`src/rtl/processor_config.sv`:
```
// Word widths of the UART-attached processor that this host link talks to.
package processor_config;
  localparam int INP_WIDTH = 16;
  localparam int OUT_WIDTH = 16;
endpackage

```
`src/rtl/uart_pkg.sv`:
```
// Shared UART framing constants, FSM state encoding and bit-timing helper.
package uart_pkg;
  localparam int UART_WIDTH = 8;
  localparam int UART_PADS  = 2;

  typedef enum logic [1:0] {IDLE, START, DATA, STOP} uart_state_t;

  // int'() of a real rounds to nearest, giving round(clk_freq / baud_rate).
  function automatic int clk_per_bit(real clk_freq, real baud_rate);
    return int'(clk_freq / baud_rate);
  endfunction
endpackage

```
`src/rtl/uart_host_link_rx.sv`:
```
// UART receive path: rxd synchronizer, 8N1 receive FSM and multi-byte word assembly.
module uart_host_link_rx
  import uart_pkg::*;
#(
  parameter int CLK_PER_BIT = 4,
  parameter int OUT_WIDTH   = 16
) (
  input  logic                 clk,
  input  logic                 rst,
  input  logic                 rxd_i,
  output logic [OUT_WIDTH-1:0] m_tdata_o,
  output logic                 m_tvalid_o,
  input  logic                 m_tready_i,
  output logic                 busy_o,
  output logic                 error_o
);

  localparam int OUT_BYTES = (OUT_WIDTH + UART_WIDTH - 1) / UART_WIDTH;
  localparam int WORD_BITS = UART_WIDTH * OUT_BYTES;
  localparam int CNT_W     = $clog2(CLK_PER_BIT);
  localparam int BIT_W     = $clog2(UART_WIDTH);
  localparam int BYTE_W    = (OUT_BYTES > 1) ? $clog2(OUT_BYTES) : 1;
  localparam int HALF_BIT  = CLK_PER_BIT / 2;

  logic                  sync1_q, sync2_q;
  uart_state_t           state_q;
  logic [CNT_W-1:0]      cnt_q;
  logic [BIT_W-1:0]      bit_q;
  logic [UART_WIDTH-1:0] shift_q;
  logic [BYTE_W-1:0]     byte_idx_q;
  logic [WORD_BITS-1:0]  buf_q;
  logic [WORD_BITS-1:0]  word_full;
  logic [OUT_WIDTH-1:0]  tdata_q;
  logic                  tvalid_q;
  logic                  error_q;
  logic                  rx_s;
  logic                  cnt_last;
  logic                  stop_ok;
  logic                  last_byte;

  assign rx_s      = sync2_q;
  assign cnt_last  = (cnt_q == CNT_W'(CLK_PER_BIT - 1));
  assign stop_ok   = (state_q == STOP) && cnt_last && rx_s;
  assign last_byte = (byte_idx_q == BYTE_W'(OUT_BYTES - 1));

  // The final byte goes straight from the shifter into the word, bypassing buf_q.
  always_comb begin
    word_full = buf_q;
    word_full[UART_WIDTH*(OUT_BYTES-1) +: UART_WIDTH] = shift_q;
  end

  // NOTE: sequential state uses non-blocking assignments so every flop samples pre-edge values.
  always_ff @(posedge clk) begin
    if (rst) begin
      sync1_q    <= 1'b1;
      sync2_q    <= 1'b1;
      state_q    <= IDLE;
      cnt_q      <= '0;
      bit_q      <= '0;
      byte_idx_q <= '0;
      tdata_q    <= '0;
      tvalid_q   <= 1'b0;
      error_q    <= 1'b0;
    end else begin
      sync1_q <= rxd_i;
      sync2_q <= sync1_q;
      if (tvalid_q && m_tready_i) tvalid_q <= 1'b0;
      case (state_q)
        IDLE: begin
          cnt_q <= '0;
          if (!rx_s) state_q <= START;
        end
        START: begin
          if (cnt_q == CNT_W'(HALF_BIT - 1)) begin
            cnt_q   <= '0;
            bit_q   <= '0;
            state_q <= rx_s ? IDLE : DATA;
          end else begin
            cnt_q <= cnt_q + 1'b1;
          end
        end
        DATA: begin
          if (cnt_last) begin
            cnt_q   <= '0;
            shift_q <= {rx_s, shift_q[UART_WIDTH-1:1]};
            bit_q   <= bit_q + 1'b1;
            if (bit_q == BIT_W'(UART_WIDTH - 1)) state_q <= STOP;
          end else begin
            cnt_q <= cnt_q + 1'b1;
          end
        end
        STOP: begin
          if (cnt_last) begin
            cnt_q   <= '0;
            state_q <= IDLE;
            if (!rx_s) begin
              error_q    <= 1'b1;
              byte_idx_q <= '0;
            end else if (last_byte) begin
              byte_idx_q <= '0;
              // A word completing while the previous one is still held is dropped.
              if (!tvalid_q || m_tready_i) begin
                tdata_q  <= OUT_WIDTH'(word_full);
                tvalid_q <= 1'b1;
              end else begin
                error_q <= 1'b1;
              end
            end else begin
              byte_idx_q <= byte_idx_q + 1'b1;
            end
          end else begin
            cnt_q <= cnt_q + 1'b1;
          end
        end
        default: state_q <= IDLE;
      endcase
    end
  end

  // NOTE: byte storage has no reset; byte_idx_q restarts at 0, so stale bytes are always overwritten before use.
  always_ff @(posedge clk) begin
    if (stop_ok) buf_q[UART_WIDTH*byte_idx_q +: UART_WIDTH] <= shift_q;
  end

  assign m_tdata_o  = tdata_q;
  assign m_tvalid_o = tvalid_q;
  assign busy_o     = (state_q != IDLE);
  assign error_o    = error_q;

endmodule

```
`src/rtl/uart_host_link.sv`:
```
// Host-side UART link: serializes s_axis words to txd (LSB byte first) and
// reassembles rxd characters into m_axis words.
module uart_host_link
  import uart_pkg::*;
#(
  parameter real CLK_FREQ  = 100.0e6,
  parameter int  BAUD_RATE = 115_200,
  parameter int  INP_WIDTH = processor_config::INP_WIDTH,
  parameter int  OUT_WIDTH = processor_config::OUT_WIDTH
) (
  input  logic                 clk,
  input  logic                 rst,
  input  logic [INP_WIDTH-1:0] s_axis_tdata,
  input  logic                 s_axis_tvalid,
  output logic                 s_axis_tready,
  output logic [OUT_WIDTH-1:0] m_axis_tdata,
  output logic                 m_axis_tvalid,
  input  logic                 m_axis_tready,
  input  logic                 rxd,
  output logic                 txd,
  output logic                 tx_busy,
  output logic                 rx_busy,
  output logic                 rx_error
);

  localparam int CLK_PER_BIT = clk_per_bit(CLK_FREQ, real'(BAUD_RATE));
  localparam int INP_BYTES   = (INP_WIDTH + UART_WIDTH - 1) / UART_WIDTH;
  localparam int TX_BITS     = UART_WIDTH * INP_BYTES;
  localparam int CNT_W       = $clog2(CLK_PER_BIT);
  localparam int BIT_W       = $clog2(UART_WIDTH);
  localparam int BYTE_W      = (INP_BYTES > 1) ? $clog2(INP_BYTES) : 1;

  if (CLK_PER_BIT < 4) begin : g_cpb_check
    $error("uart_host_link: CLK_FREQ/BAUD_RATE must give at least 4 clocks per bit");
  end

  uart_state_t           tx_state_q;
  logic [CNT_W-1:0]      tx_cnt_q;
  logic [BIT_W-1:0]      tx_bit_q;
  logic [BYTE_W-1:0]     tx_byte_q;
  logic [TX_BITS-1:0]    tx_word_q;
  logic                  txd_q;
  logic [UART_WIDTH-1:0] tx_cur_byte;
  logic                  tx_cnt_last;
  logic                  tx_accept;

  assign tx_cur_byte = tx_word_q[UART_WIDTH*tx_byte_q +: UART_WIDTH];
  assign tx_cnt_last = (tx_cnt_q == CNT_W'(CLK_PER_BIT - 1));
  assign tx_accept   = (tx_state_q == IDLE) && s_axis_tvalid;

  always_ff @(posedge clk) begin
    if (rst) begin
      tx_state_q <= IDLE;
      tx_cnt_q   <= '0;
      tx_bit_q   <= '0;
      tx_byte_q  <= '0;
      txd_q      <= 1'b1;
    end else begin
      case (tx_state_q)
        IDLE: begin
          if (s_axis_tvalid) begin
            tx_state_q <= START;
            tx_cnt_q   <= '0;
            tx_byte_q  <= '0;
            txd_q      <= 1'b0;
          end
        end
        START: begin
          if (tx_cnt_last) begin
            tx_state_q <= DATA;
            tx_cnt_q   <= '0;
            tx_bit_q   <= '0;
            txd_q      <= tx_cur_byte[0];
          end else begin
            tx_cnt_q <= tx_cnt_q + 1'b1;
          end
        end
        DATA: begin
          if (tx_cnt_last) begin
            tx_cnt_q <= '0;
            if (tx_bit_q == BIT_W'(UART_WIDTH - 1)) begin
              tx_state_q <= STOP;
              txd_q      <= 1'b1;
            end else begin
              tx_bit_q <= tx_bit_q + 1'b1;
              txd_q    <= tx_cur_byte[tx_bit_q + BIT_W'(1)];
            end
          end else begin
            tx_cnt_q <= tx_cnt_q + 1'b1;
          end
        end
        STOP: begin
          if (tx_cnt_last) begin
            tx_cnt_q <= '0;
            // Bytes of one word go out back to back with no idle gap.
            if (tx_byte_q != BYTE_W'(INP_BYTES - 1)) begin
              tx_state_q <= START;
              tx_byte_q  <= tx_byte_q + 1'b1;
              txd_q      <= 1'b0;
            end else begin
              tx_state_q <= IDLE;
            end
          end else begin
            tx_cnt_q <= tx_cnt_q + 1'b1;
          end
        end
        default: tx_state_q <= IDLE;
      endcase
    end
  end

  always_ff @(posedge clk) begin
    if (tx_accept) tx_word_q <= TX_BITS'(s_axis_tdata);
  end

  assign s_axis_tready = (tx_state_q == IDLE);
  assign tx_busy       = (tx_state_q != IDLE);
  assign txd           = txd_q;

  uart_host_link_rx #(
    .CLK_PER_BIT (CLK_PER_BIT),
    .OUT_WIDTH   (OUT_WIDTH)
  ) u_rx (
    .clk        (clk),
    .rst        (rst),
    .rxd_i      (rxd),
    .m_tdata_o  (m_axis_tdata),
    .m_tvalid_o (m_axis_tvalid),
    .m_tready_i (m_axis_tready),
    .busy_o     (rx_busy),
    .error_o    (rx_error)
  );

endmodule

```
`config.mk`:
```
export PLATFORM = sky130hd
export DESIGN_NAME = uart_host_link
export DESIGN_NICKNAME = d
export VERILOG_FILES = /design/src/rtl/processor_config.sv /design/src/rtl/uart_pkg.sv /design/src/rtl/uart_host_link_rx.sv /design/src/rtl/uart_host_link.sv
export SDC_FILE = /design/constraint.sdc
export NUM_CORES = 1
export LEC_CHECK = 0
export BUFFER_PORTS_ARGS = -buffer_cell sky130_fd_sc_hd__buf_2
export CORE_MARGIN = 1
export CORE_UTILIZATION = 40
export CTS_CLUSTER_DIAMETER = 50
export DETAILED_ROUTE_END_ITERATION = 16
export PLACE_DENSITY_LB_ADDON = 0.08
export SYNTH_ARGS = -nofsm -noshare
export SYNTH_HDL_FRONTEND = slang
export SYNTH_SLANG_ARGS = --single-unit
```
`constraint.sdc`:
```
create_clock -name clk -period 3 [get_ports clk]
set_input_delay 0.3 -clock clk [delete_from_list [all_inputs] [get_ports clk]]
set_output_delay 0.3 -clock clk [all_outputs]
set_load 0.01 [all_outputs]
```
==> results.yml <==
clocking:
  postCtsHoldBufs: 0
  cts.repair.resized: 0
  cts.root.buffer_cell: "sky130_fd_sc_hd__clkbuf_8"
  tritoncts.num_buffers: 9
  tritoncts: "yes"
  post-cts-setup-buffers: 0
  insertion_delay_ns: 0.36
  clock_tree.buffer_depth: 2
  clock_tree.htree_level_count: 3
  clkTransAtPathRegs_ns: 0.09
  tritoncts_num_sinks: 85
synthesis:
  syn-mean-instance-area_sq_um: 10.7
  synthMostInstantiatedCell: "sky130_fd_sc_hd__nand2_1"
  synth_cell_type_count: 52
  synth_enable_flop_cells: 32
  post-synth-top-area-cell: "sky130_fd_sc_hd__dfxtp_1"
  ys_top_cells_by_area: "sky130_fd_sc_hd__dfxtp_1, sky130_fd_sc_hd__edfxtp_1, sky130_fd_sc_hd__ha_1"
  gate_count_after_technology_mapping: 347
  async_flop_share_pct: 0
  synth.yosys.seq_area_share_pct: 54.4
  synth.cells.most_frequent: "sky130_fd_sc_hd__nand2_1, sky130_fd_sc_hd__dfxtp_1, sky130_fd_sc_hd__edfxtp_1, sky130_fd_sc_hd__nor2_1, sky130_fd_sc_hd__a21oi_1"
  synthDominantCellAreaShare_pct: 28.5
  ys_warn_count: 0
  synthesis.nets: 385
  synth_seq_cells: 85
  synthesis.area_sq_mm: 0.00372
  dominantRegCellSynth: "sky130_fd_sc_hd__dfxtp_1"
timing:
  finalMaxSlewViolations: 0
  period_share_pct: 68.4
  worst_slew_margin_rel_pct: 55.2
  rsz0062_at_grt: "false"
  fin_worst_skew_ns: 0.0118
  fmax_ghz: 0.487
  final_critical_path_setup_slack_ns: 0.948
  min_period_ns: 2.05
  finalSetupViolCount: 0
  fin_hold_viols: 0
  max_slew.worst_pin.slew_ns: 0.672
  final.setup.tns_ns: 0
pwr:
  total_switching_power_w: 0.000730
  comb_power_share_pct: 17.4
  cellInternalPower_w: 0.00186
  irDropWorstVdd_uv: 471
  cellLeakagePower_nw: 1.57
  pwr_cell_area_mw_per_mm2: 617
  power_share_of_the_sequential_group_pct: 51.2
  power.switching_fraction_pct: 28.2
  pwr-share-clk_pct: 31.4
routing:
  drt_iter0_markers: 55
  wirelength_routed_mm: 6.51
  route.detailed.wl_per_inst_um: 13.0
  dr_total_vias: 2545
  drt-pass1-iter-count: 6
  vias_per_cell: 5.08
  remaining_drcs: 0
  route.antenna.remaining_nets: 0
global_routing:
  met1_usage_pct: 18.4
  grt_pass1_vias: 2500
  grt_util_all_layers_pct: 14.8
  grt_busiest_layer: "met2"
  number_of_antenna_violations_at_the_first_check_in_global_routing: 0
  grt_pass1_wl_mm: 11.4
  globalRoute.totalOverflow: 0
  grt_max_degree: 37
  grt_use_met3_pct: 5.11
  groute.layer.met2.usage_pct: 24.1
worst_setup_path:
  regToRegSetupSlack_ns: 0.95
  endpoint_kind: "flop"
  cp_cell_sequence: "or3b_4 > nor4b_1 > and3_1"
  cp.arrival_ns: 2.07
  cp-start-kind: "flop"
  worstReg2RegStart: "u_rx.cnt_q[8]"
  critPathKind: "flop to flop"
  timing.critical_path.required_ns: 3.01
  crit_path_max_fanout: 8
  crit_path_max_delay_cell_type: "sky130_fd_sc_hd__nor4b_1"
  worst_path_dominant_cell_family: "simple AND/OR/NAND/NOR gates"
  cp_slowest_stage_delay_ns: 0.46
  worst-path-buf-inv: 0
  critPathLaunch: "u_rx.cnt_q[8]"
floorplanning:
  floorplan.initialDensity_pct: 42.0
  chip_width_um: 98.4
  ioPinCount: 43
  fp.coreArea_sq_mm: 0.00885
  core.rowCount: 34
  die_area_sq_mm: 0.00969
  die_y_um: 98.4
placed_design:
  dpl_hpwl_mm: 4.52
  gpl.final_weighted_congestion: 0.824
  portBuffers: 42
  pre_cts_ws_ns: 0.914
layout:
  area_growth_syn_to_layout_pct: 12.8
  filler_cell_count: 866
  antenna_cells: 0
  final_net_count: 426
  layout-drive-gt1-share_pct: 20.4
job:
  maxCapViolations: 0
status:
  status: "completed"
worst_hold_path:
  hp-class: "input port to flop"
  worstHoldStart: "s_axis_tdata[2]"
[kinds of logic (layout without fill, tap and decap cells)]
family,Yosys count,count (layout),synth area share (%)
xor gates and xnor gates,15,15,3.53
AOI/OAI and AO/OA,52,52,9.96
muxes,11,11,4.41
and+or+nand+nor,139,139,18.7
buffers and inverters,28,74,3.36
adders and majority gates,17,17,5.72
DFF,85,85,54.4
[metrics by stage]
stage,hold WS [ns],utilization (%),area (sq um),total power (W),instances
floorplan,0.389,-,3720,0.00168,347
global placement,0.393,45.2,4000,0.00180,485
detailed placement,0.405,45.2,4000,0.00181,485
CTS,0.0952,47.4,4200,0.00263,501
global route,0.0889,47.4,4200,0.00273,501
finish,0.118,47.4,4200,0.00259,501
[cell type report]
cell class / count / area [sq um] / area share [%]
timing repair buffer: 42 / 210 / 5.01
tap: 108 / 135 / 3.22
clock buffer: 10 / 128 / 3.04
inverter: 16 / 60.1 / 1.43
multi-input combinational: 234 / 1570 / 37.5
sequential: 85 / 2020 / 48.2
clock inverter: 6 / 70.1 / 1.67
[power groups by stage]
stage / Sequential (W) / Clock (W) / Combinational (W)
CTS: 0.00133 / 0.000850 / 0.000456
detailed placement: 0.00135 / 0 / 0.000455
global placement: 0.00135 / 0 / 0.000453
floorplan: 0.00134 / 0 / 0.000341
finish: 0.00133 / 0.000812 / 0.000450
global route: 0.00134 / 0.000889 / 0.000510
[path summary, 6_finish.rpt]
check / end / cells past startpoint
min: tx_word_q[2] / 1
max reg2reg: u_rx.shift_q[7] / 3
max: u_rx.shift_q[7] / 3
min reg2reg: u_rx.rx_s / 1
[per-layer routing]
metal  wire length [um]  vias to the layer above
met5                  0                        -
met4                 72                        0
met3                273                        8
met2               2990                       56
met1               3170                     1179
li1                   -                     1302
[worst register-to-register path, cell delays in order (launching register included)]
cell	delay (ns)
sky130_fd_sc_hd__dfxtp_1	0.37
sky130_fd_sc_hd__or3b_4	0.44
sky130_fd_sc_hd__nor4b_1	0.46
sky130_fd_sc_hd__and3_1	0.45
[sequential cells by signal, summed over array words and instances (netlist names), 2 cells and up, named ones only]
name / cells
tx_state_q: 2
u_rx.shift_q: 8
tx_cnt_q: 10
u_rx.buf_q: 8
tx_word_q: 16
u_rx.cnt_q: 10
u_rx.bit_q: 3
tx_bit_q: 3
u_rx.m_tdata_o: 16
[layout by cell type, fill, tap and decap left out, types with 2 or more instances in the layout]
cell type / instances
sky130_fd_sc_hd__o21ai_2: 2
sky130_fd_sc_hd__nor2b_1: 10
sky130_fd_sc_hd__nor3_4: 2
sky130_fd_sc_hd__mux2i_1: 4
sky130_fd_sc_hd__a41oi_1: 2
sky130_fd_sc_hd__dfxtp_1: 53
sky130_fd_sc_hd__xnor2_1: 7
sky130_fd_sc_hd__nand3_1: 7
sky130_fd_sc_hd__o21ai_0: 3
sky130_fd_sc_hd__nor2_1: 32
sky130_fd_sc_hd__a31o_2: 2
sky130_fd_sc_hd__clkinv_4: 2
sky130_fd_sc_hd__and3_1: 3
sky130_fd_sc_hd__a21oi_1: 27
sky130_fd_sc_hd__nand2b_1: 2
sky130_fd_sc_hd__clkbuf_8: 9
sky130_fd_sc_hd__buf_2: 42
sky130_fd_sc_hd__ha_1: 17
sky130_fd_sc_hd__nand2_1: 55
sky130_fd_sc_hd__xor2_1: 8
sky130_fd_sc_hd__nand4_1: 7
sky130_fd_sc_hd__inv_1: 16
sky130_fd_sc_hd__o211ai_1: 4
sky130_fd_sc_hd__mux4_2: 4
sky130_fd_sc_hd__nor4_1: 2
sky130_fd_sc_hd__nor3_1: 5
sky130_fd_sc_hd__edfxtp_1: 32
sky130_fd_sc_hd__or2_2: 2
sky130_fd_sc_hd__nand4b_1: 3
sky130_fd_sc_hd__mux2_2: 3
No activity file was read; power rests on OpenSTA's default activity.
